**src/rtl/ysyx_25030093_csr_pkg.sv**
```systemverilog
// Shared CSR definitions: addresses, trap cause codes, mstatus bit layout.
package ysyx_25030093_csr_pkg;

    localparam logic [11:0] CSR_MSTATUS   = 12'h300;
    localparam logic [11:0] CSR_MTVEC     = 12'h305;
    localparam logic [11:0] CSR_MSCRATCH  = 12'h340;
    localparam logic [11:0] CSR_MEPC      = 12'h341;
    localparam logic [11:0] CSR_MCAUSE    = 12'h342;
    localparam logic [11:0] CSR_MCYCLE    = 12'hB00;
    localparam logic [11:0] CSR_MINSTRET  = 12'hB02;
    localparam logic [11:0] CSR_MCYCLEH   = 12'hB80;
    localparam logic [11:0] CSR_MINSTRETH = 12'hB82;
    localparam logic [11:0] CSR_MVENDORID = 12'hF11;
    localparam logic [11:0] CSR_MARCHID   = 12'hF12;

    localparam logic [31:0] MCAUSE_ECALL_M = 32'd11;

    localparam int MSTATUS_MIE  = 3;
    localparam int MSTATUS_MPIE = 7;

    // MPP is hardwired to machine mode; only MIE and MPIE are live bits.
    function automatic logic [31:0] mstatus_pack(input logic mie, input logic mpie);
        logic [31:0] r;
        r               = 32'h0000_1800;
        r[MSTATUS_MIE]  = mie;
        r[MSTATUS_MPIE] = mpie;
        return r;
    endfunction

endpackage

```
**src/rtl/ysyx_25030093_csr_cnt64.sv**
```systemverilog
// 64-bit counter with independently writable halves. A write to one half
// overrides that half's next value; the other half still takes the carry.
module ysyx_25030093_csr_cnt64 (
    input  logic        clk,
    input  logic        reset,
    input  logic        inc,
    input  logic        wr_lo,
    input  logic        wr_hi,
    input  logic [31:0] wdata,
    output logic [63:0] count
);

    logic [63:0] cnt_r;
    logic [63:0] sum_s;
    logic [31:0] lo_next_s;
    logic [31:0] hi_next_s;

    // Next-value selection: increment with carry, then per-half write override.
    always_comb begin
        sum_s = cnt_r + {63'd0, inc};
        if (wr_lo) begin
            lo_next_s = wdata;
        end else begin
            lo_next_s = sum_s[31:0];
        end
        if (wr_hi) begin
            hi_next_s = wdata;
        end else begin
            hi_next_s = sum_s[63:32];
        end
    end

    // Counter state; reset dominates any write or increment.
    always_ff @(posedge clk) begin
        if (reset) begin
            cnt_r <= 64'd0;
        end else begin
            cnt_r <= {hi_next_s, lo_next_s};
        end
    end

    assign count = cnt_r;

endmodule

```
**src/rtl/ysyx_25030093_csr_file.sv**
```systemverilog
// Machine-mode CSR file: combinational read, edge-committed writes,
// ecall/mret trap state and the mcycle/minstret counters.
module ysyx_25030093_csr_file
    import ysyx_25030093_csr_pkg::*;
#(
    parameter logic [31:0] MTVEC_RST = 32'h0000_0000,
    parameter logic [31:0] MVENDORID = 32'h7973_7978,
    parameter logic [31:0] MARCHID   = 32'd25030093
) (
    input  logic        clk,
    input  logic        reset,
    input  logic [11:0] csr_addr,
    input  logic        csr_wen,
    input  logic [31:0] csr_wdata,
    output logic [31:0] csr_data,
    output logic        csr_illegal,
    input  logic        ecall,
    input  logic        mret,
    input  logic [31:0] pc,
    input  logic        inst_retire,
    output logic        redirect,
    output logic [31:0] redirect_pc
);

    logic        mie_r;
    logic        mpie_r;
    logic [31:0] mtvec_r;
    logic [31:0] mscratch_r;
    logic [31:0] mepc_r;
    logic [31:0] mcause_r;
    logic [63:0] mcycle_s;
    logic [63:0] minstret_s;

    logic        mapped_s;
    logic        read_only_s;
    logic        wen_ok_s;
    logic        wr_mstatus_s;
    logic        wr_mtvec_s;
    logic        wr_mscratch_s;
    logic        wr_mepc_s;
    logic        wr_mcause_s;
    logic        wr_mcycle_s;
    logic        wr_mcycleh_s;
    logic        wr_minstret_s;
    logic        wr_minstreth_s;

    // Address decode and combinational read mux (pre-edge state).
    always_comb begin
        csr_data    = 32'd0;
        mapped_s    = 1'b1;
        read_only_s = 1'b0;
        case (csr_addr)
            CSR_MSTATUS:   csr_data = mstatus_pack(mie_r, mpie_r);
            CSR_MTVEC:     csr_data = mtvec_r;
            CSR_MSCRATCH:  csr_data = mscratch_r;
            CSR_MEPC:      csr_data = mepc_r;
            CSR_MCAUSE:    csr_data = mcause_r;
            CSR_MCYCLE:    csr_data = mcycle_s[31:0];
            CSR_MCYCLEH:   csr_data = mcycle_s[63:32];
            CSR_MINSTRET:  csr_data = minstret_s[31:0];
            CSR_MINSTRETH: csr_data = minstret_s[63:32];
            CSR_MVENDORID: begin
                csr_data    = MVENDORID;
                read_only_s = 1'b1;
            end
            CSR_MARCHID: begin
                csr_data    = MARCHID;
                read_only_s = 1'b1;
            end
            default: begin
                csr_data = 32'd0;
                mapped_s = 1'b0;
            end
        endcase
    end

    // Write strobes; trap events take their registers away from csr_wen.
    always_comb begin
        csr_illegal    = (!mapped_s) || (csr_wen && read_only_s);
        wen_ok_s       = csr_wen && mapped_s && !read_only_s;
        wr_mstatus_s   = wen_ok_s && (csr_addr == CSR_MSTATUS) && !ecall && !mret;
        wr_mtvec_s     = wen_ok_s && (csr_addr == CSR_MTVEC);
        wr_mscratch_s  = wen_ok_s && (csr_addr == CSR_MSCRATCH);
        wr_mepc_s      = wen_ok_s && (csr_addr == CSR_MEPC) && !ecall;
        wr_mcause_s    = wen_ok_s && (csr_addr == CSR_MCAUSE) && !ecall;
        wr_mcycle_s    = wen_ok_s && (csr_addr == CSR_MCYCLE);
        wr_mcycleh_s   = wen_ok_s && (csr_addr == CSR_MCYCLEH);
        wr_minstret_s  = wen_ok_s && (csr_addr == CSR_MINSTRET);
        wr_minstreth_s = wen_ok_s && (csr_addr == CSR_MINSTRETH);
    end

    // Redirect target: trap vector (forced word-aligned) on ecall, else mepc.
    always_comb begin
        redirect = ecall | mret;
        if (ecall) begin
            redirect_pc = {mtvec_r[31:2], 2'b00};
        end else begin
            redirect_pc = mepc_r;
        end
    end

    // mstatus interrupt-enable stack: ecall pushes, mret pops, then CSR write.
    always_ff @(posedge clk) begin
        if (reset) begin
            mie_r  <= 1'b0;
            mpie_r <= 1'b0;
        end else if (ecall) begin
            mpie_r <= mie_r;
            mie_r  <= 1'b0;
        end else if (mret) begin
            mie_r  <= mpie_r;
            mpie_r <= 1'b1;
        end else if (wr_mstatus_s) begin
            mie_r  <= csr_wdata[MSTATUS_MIE];
            mpie_r <= csr_wdata[MSTATUS_MPIE];
        end else begin
            mie_r  <= mie_r;
            mpie_r <= mpie_r;
        end
    end

    // Trap-capture registers: ecall overrides software writes to mepc/mcause.
    always_ff @(posedge clk) begin
        if (reset) begin
            mepc_r   <= 32'd0;
            mcause_r <= 32'd0;
        end else if (ecall) begin
            mepc_r   <= pc & 32'hFFFF_FFFC;
            mcause_r <= MCAUSE_ECALL_M;
        end else begin
            if (wr_mepc_s) begin
                mepc_r <= csr_wdata & 32'hFFFF_FFFC;
            end
            if (wr_mcause_s) begin
                mcause_r <= csr_wdata;
            end
        end
    end

    // Plain software-owned registers.
    always_ff @(posedge clk) begin
        if (reset) begin
            mtvec_r    <= MTVEC_RST;
            mscratch_r <= 32'd0;
        end else begin
            if (wr_mtvec_s) begin
                mtvec_r <= csr_wdata;
            end
            if (wr_mscratch_s) begin
                mscratch_r <= csr_wdata;
            end
        end
    end

    ysyx_25030093_csr_cnt64 u_mcycle (
        .clk   (clk),
        .reset (reset),
        .inc   (1'b1),
        .wr_lo (wr_mcycle_s),
        .wr_hi (wr_mcycleh_s),
        .wdata (csr_wdata),
        .count (mcycle_s)
    );

    ysyx_25030093_csr_cnt64 u_minstret (
        .clk   (clk),
        .reset (reset),
        .inc   (inst_retire),
        .wr_lo (wr_minstret_s),
        .wr_hi (wr_minstreth_s),
        .wdata (csr_wdata),
        .count (minstret_s)
    );

endmodule
```
**config.mk**
```make
export PLATFORM = sky130hd
export DESIGN_NAME = ysyx_25030093_csr_file
export DESIGN_NICKNAME = d
export VERILOG_FILES = /design/src/rtl/ysyx_25030093_csr_pkg.sv /design/src/rtl/ysyx_25030093_csr_cnt64.sv /design/src/rtl/ysyx_25030093_csr_file.sv
export SDC_FILE = /design/constraint.sdc
export NUM_CORES = 1
export LEC_CHECK = 0
export CORE_UTILIZATION = 50
export CTS_CLUSTER_DIAMETER = 50
export DETAILED_ROUTE_END_ITERATION = 8
export GPL_TIMING_DRIVEN = 0
export PLACE_DENSITY = 0.74
export SYNTH_ARGS = -nofsm -noshare
export SYNTH_HDL_FRONTEND = slang
export SYNTH_SLANG_ARGS = --single-unit
```
**constraint.sdc**
```tcl
create_clock -name clk -period 2.7 [get_ports clk]
set_clock_uncertainty 0.1 [all_clocks]
set_input_delay 0.405 -clock clk [delete_from_list [all_inputs] [get_ports clk]]
set_output_delay 0.405 -clock clk [all_outputs]
set_load 0.02 [all_outputs]
```
==> metrics.txt <==
Final HPWL DP approximately 53000 µm; Worst R2R Path Depth 5; via count roughly 18000; first-pass detailed-route iteration total 7; total global-route track usage 0.480; power share of the clock group 0.527; RSZ-0062 raised after global routing true; Antenna Cells 0; CP most frequent cell buf_6; fin crit period between 2 and 3 ns; Buf/Inv on CP 3; pin count of the biggest net entering global routing 13; Min-Delay Path Depth 3; Placer Congestion roughly 1; PortBufs roughly 110; Mapped Cells around 1900; Yosys warnings 0; Synth Register Bits between 200 and 300; combinational fraction of design power 0.079; Initial Util 0.512; Final Cell Area 0.0199 mm²; CTS Sinks 256; die width 174 µm; worst path cell trace buf_6, buf_6, mux2_2, a222oi_1, o211ai_1, buf_4; worst-margin pin slew 1.20 ns; max cap viols 0; Critical Path Max Stage Delay 0.72 ns; vias per cell roughly 7; CTS tree built; sw power 2.55 mW; count of cell types in the netlist 74; Setup violations, final 30; vias in the first global route roughly 16000; Pins Over Slew Limit 0; startpoint types input port; WL/cell about 30 µm; Total Wirelength 76100 µm; Worst setup EP type primary output; worst vdd ir 0.460 mV; initial DRC count a little over 3000; Stages on worst setup path 6; async set-reset flop share out of synthesis 0; Achievable Freq about 0.34 GHz; Core ar. roughly 0.029 mm²; deepest clock path buffer count 3; Max Fanout on Critical Path 10; Int Pwr between 7 and 8 mW; Root Driver clkbuf_16; failing checks setup timing; Clock transition at path regs about 0.060 ns; register area share after synthesis 0.346; max_slew headroom 0.194; final core utilization 0.686; TritonCTS buffer count 38; leakage just over 7 nW; final net count between 2000 and 2500; crit path DAT roughly 2.4 ns; FP Rows slightly above 60; Worst Setup Path Type in -> out; hold buffer count at CTS 0; status complete, but fails checks; mapped cell area about 0.015 mm²; PD cells 496 mW/mm²; first-pass GRT wire length around 110000 µm; Largest delay share family, worst path compound AO/OA/AOI/OAI gates; H-tree levels 2; # IOs roughly 150; DIE AREA between 0.03 and 0.04 mm²; fraction of layout cells with a size suffix above 1 0.211; P&R area growth vs syn 34.1%; Top FF cell, synth dfxtp_1; switching share of power 0.259; min-delay worst type in -> reg; EDFF count, synth 0; DIE HEIGHT 174 µm; Synth Area per Inst 7.83 µm²; fill cell count 2353; critical path required time between 2 and 2.5 ns; Flop pwr share 0.393; Final Hold Fails 0; slowest cell on the critical path a222oi_1; post-route setup slack -0.221 ns; GRT overflow 0; worst skew pair latency around 0.53 ns; post-route antenna net violation count 0; initial antenna violation count 1; Placed Area between 0.015 and 0.02 mm²; setup TNS -1.99 ns; part of the cycle the worst path needs 1.08; DRC violations left 0
## tightest hold or removal path: cells and delay by family
kind | cells | cell delay (ns)
buffers and inverters | 1 | 0.19
AO/OA/AOI/OAI | 1 | 0.05
AND/OR/NAND/NOR | 1 | 0.09
## cell families after synthesis
group,Yosys count,share of synthesized area
and+or+nand+nor,819,0.283
AOI/OAI and AO/OA,448,0.209
DFF,256,0.346
buffers and inverters,210,0.0576
xor gates and xnor gates,78,0.0461
muxes,75,0.0544
adders and majority gates,3,0.00254
other,1,0.000253
## registers in the layout (all words and copies together), names as in the netlist
name,cells
u_mcycle.count,64
u_minstret.count,64
mcause_r,32
mscratch_r,32
mtvec_r,32
mepc_r,30
mie_r,1
mpie_r,1
## cell type report
type / count / area [µm²] / area share
Buffer: 168 / 1050 / 0.0530
Multi-Input combinational cell: 1425 / 9680 / 0.487
Clock inverter: 18 / 205 / 0.0103
Sequential cell: 256 / 5140 / 0.259
Clock buffer: 49 / 1110 / 0.0557
Tap cell: 384 / 480 / 0.0242
Inverter: 31 / 116 / 0.00586
Timing Repair Buffer: 206 / 2080 / 0.105
## layer usage
| layer | vias to the layer above | part of all wire | wire [µm] | GRT usage |
|---|---|---|---|---|
| met4 | 0 | 0.077 | 5850 | 0.292 |
| met1 | 8473 | 0.37 | 28400 | 0.646 |
| met3 | 407 | 0.15 | 11400 | 0.129 |
| met5 | - | 0 | 0 | 0 |
| li1 | 7464 | - | - | - |
| met2 | 1666 | 0.40 | 30500 | 0.679 |
## Yosys cell counts (all sizes together), types with 4 or more instances
cell / n / area (µm²)
nor3: 43 / 248
and2: 15 / 93.8
and3: 32 / 200
a221oi: 34 / 298
nor2: 141 / 529
o2bb2ai: 5 / 43.8
xnor2: 49 / 429
a222oi: 11 / 110
inv: 30 / 113
mux2i: 31 / 310
a31oi: 20 / 125
a211o: 6 / 52.6
nor4: 47 / 378
xor2: 29 / 254
a22oi: 35 / 263
nand3: 63 / 315
nor4b: 9 / 91.3
and4: 37 / 324
a21oi: 136 / 681
a211oi: 92 / 696
o211ai: 10 / 98.8
buf: 37 / 203
a311oi: 18 / 158
or4: 22 / 169
or3: 14 / 87.6
clkbuf: 142 / 534
a22o: 9 / 78.8
dfxtp: 256 / 5120
mux2: 44 / 495
nor2b: 6 / 37.5
o31ai: 13 / 97.6
nand2: 310 / 1160
o21ai: 41 / 205
o2111ai: 4 / 35.0
nand4: 66 / 440
## power by group through the flow
stage               sequential, mW  clock [mW]  combinational, mW
floorplan                     3.93           0              0.326
global placement              3.95           0              0.646
detailed placement            3.95           0              0.654
CTS                           3.87        5.15              0.720
global route                  3.88        5.32              0.794
finish                        3.87        5.20              0.782
## placed cells by master, fill, tap and decap left out, types with 12 or more instances in the layout
master	instances
or4_1	18
clkbuf_1	102
o31ai_1	12
clkdlybuf4s50_1	71
a22oi_1	21
a22oi_2	14
nand2_1	298
a221oi_1	21
nor2_1	137
dfxtp_1	247
a211oi_1	90
buf_6	47
buf_2	17
nor4_1	29
xor2_1	29
nor3_1	28
and4_1	36
clkbuf_2	14
o21ai_0	40
nand3_1	53
clkbuf_8	12
a21oi_1	129
nand4_1	63
xnor2_1	49
nor4_2	12
and3_1	27
mux2_2	44
mux2i_1	31
buf_4	81
clkbuf_16	54
a31oi_1	19
and2_1	13
inv_1	30
or3_1	13
a311oi_1	18
## final timing paths
check,from,to,slack [ns]
hold / removal,csr_wdata[15],mcause_r[15],0.16
setup reg to reg,u_mcycle.count[34],u_mcycle.count[61],0.03
setup / recovery,csr_addr[1],csr_data[31],-0.22
hold reg to reg,mcause_r[3],mcause_r[3],0.36
## stage by stage
stage	total power [mW]	setup WS [ns]	hold slack [ns]	std cells
after floorplan	4.25	0.0140	0.328	1891
after global placement	4.60	-2.47	0.339	2387
after detailed placement	4.60	-2.18	0.347	2388
after CTS	9.74	-0.120	0.159	2521
after global routing	9.99	-0.154	0.161	2537
final	9.85	-0.221	0.160	2537
## what timing repair did
item                       in CTS  in global routing
setup buffers                  65                 20
gates cloned                    7                  1
gates resized for setup       391                157
setup endpoints to repair     283                256
pin swaps                      47                 56
(Power assumes the default switching activity.)
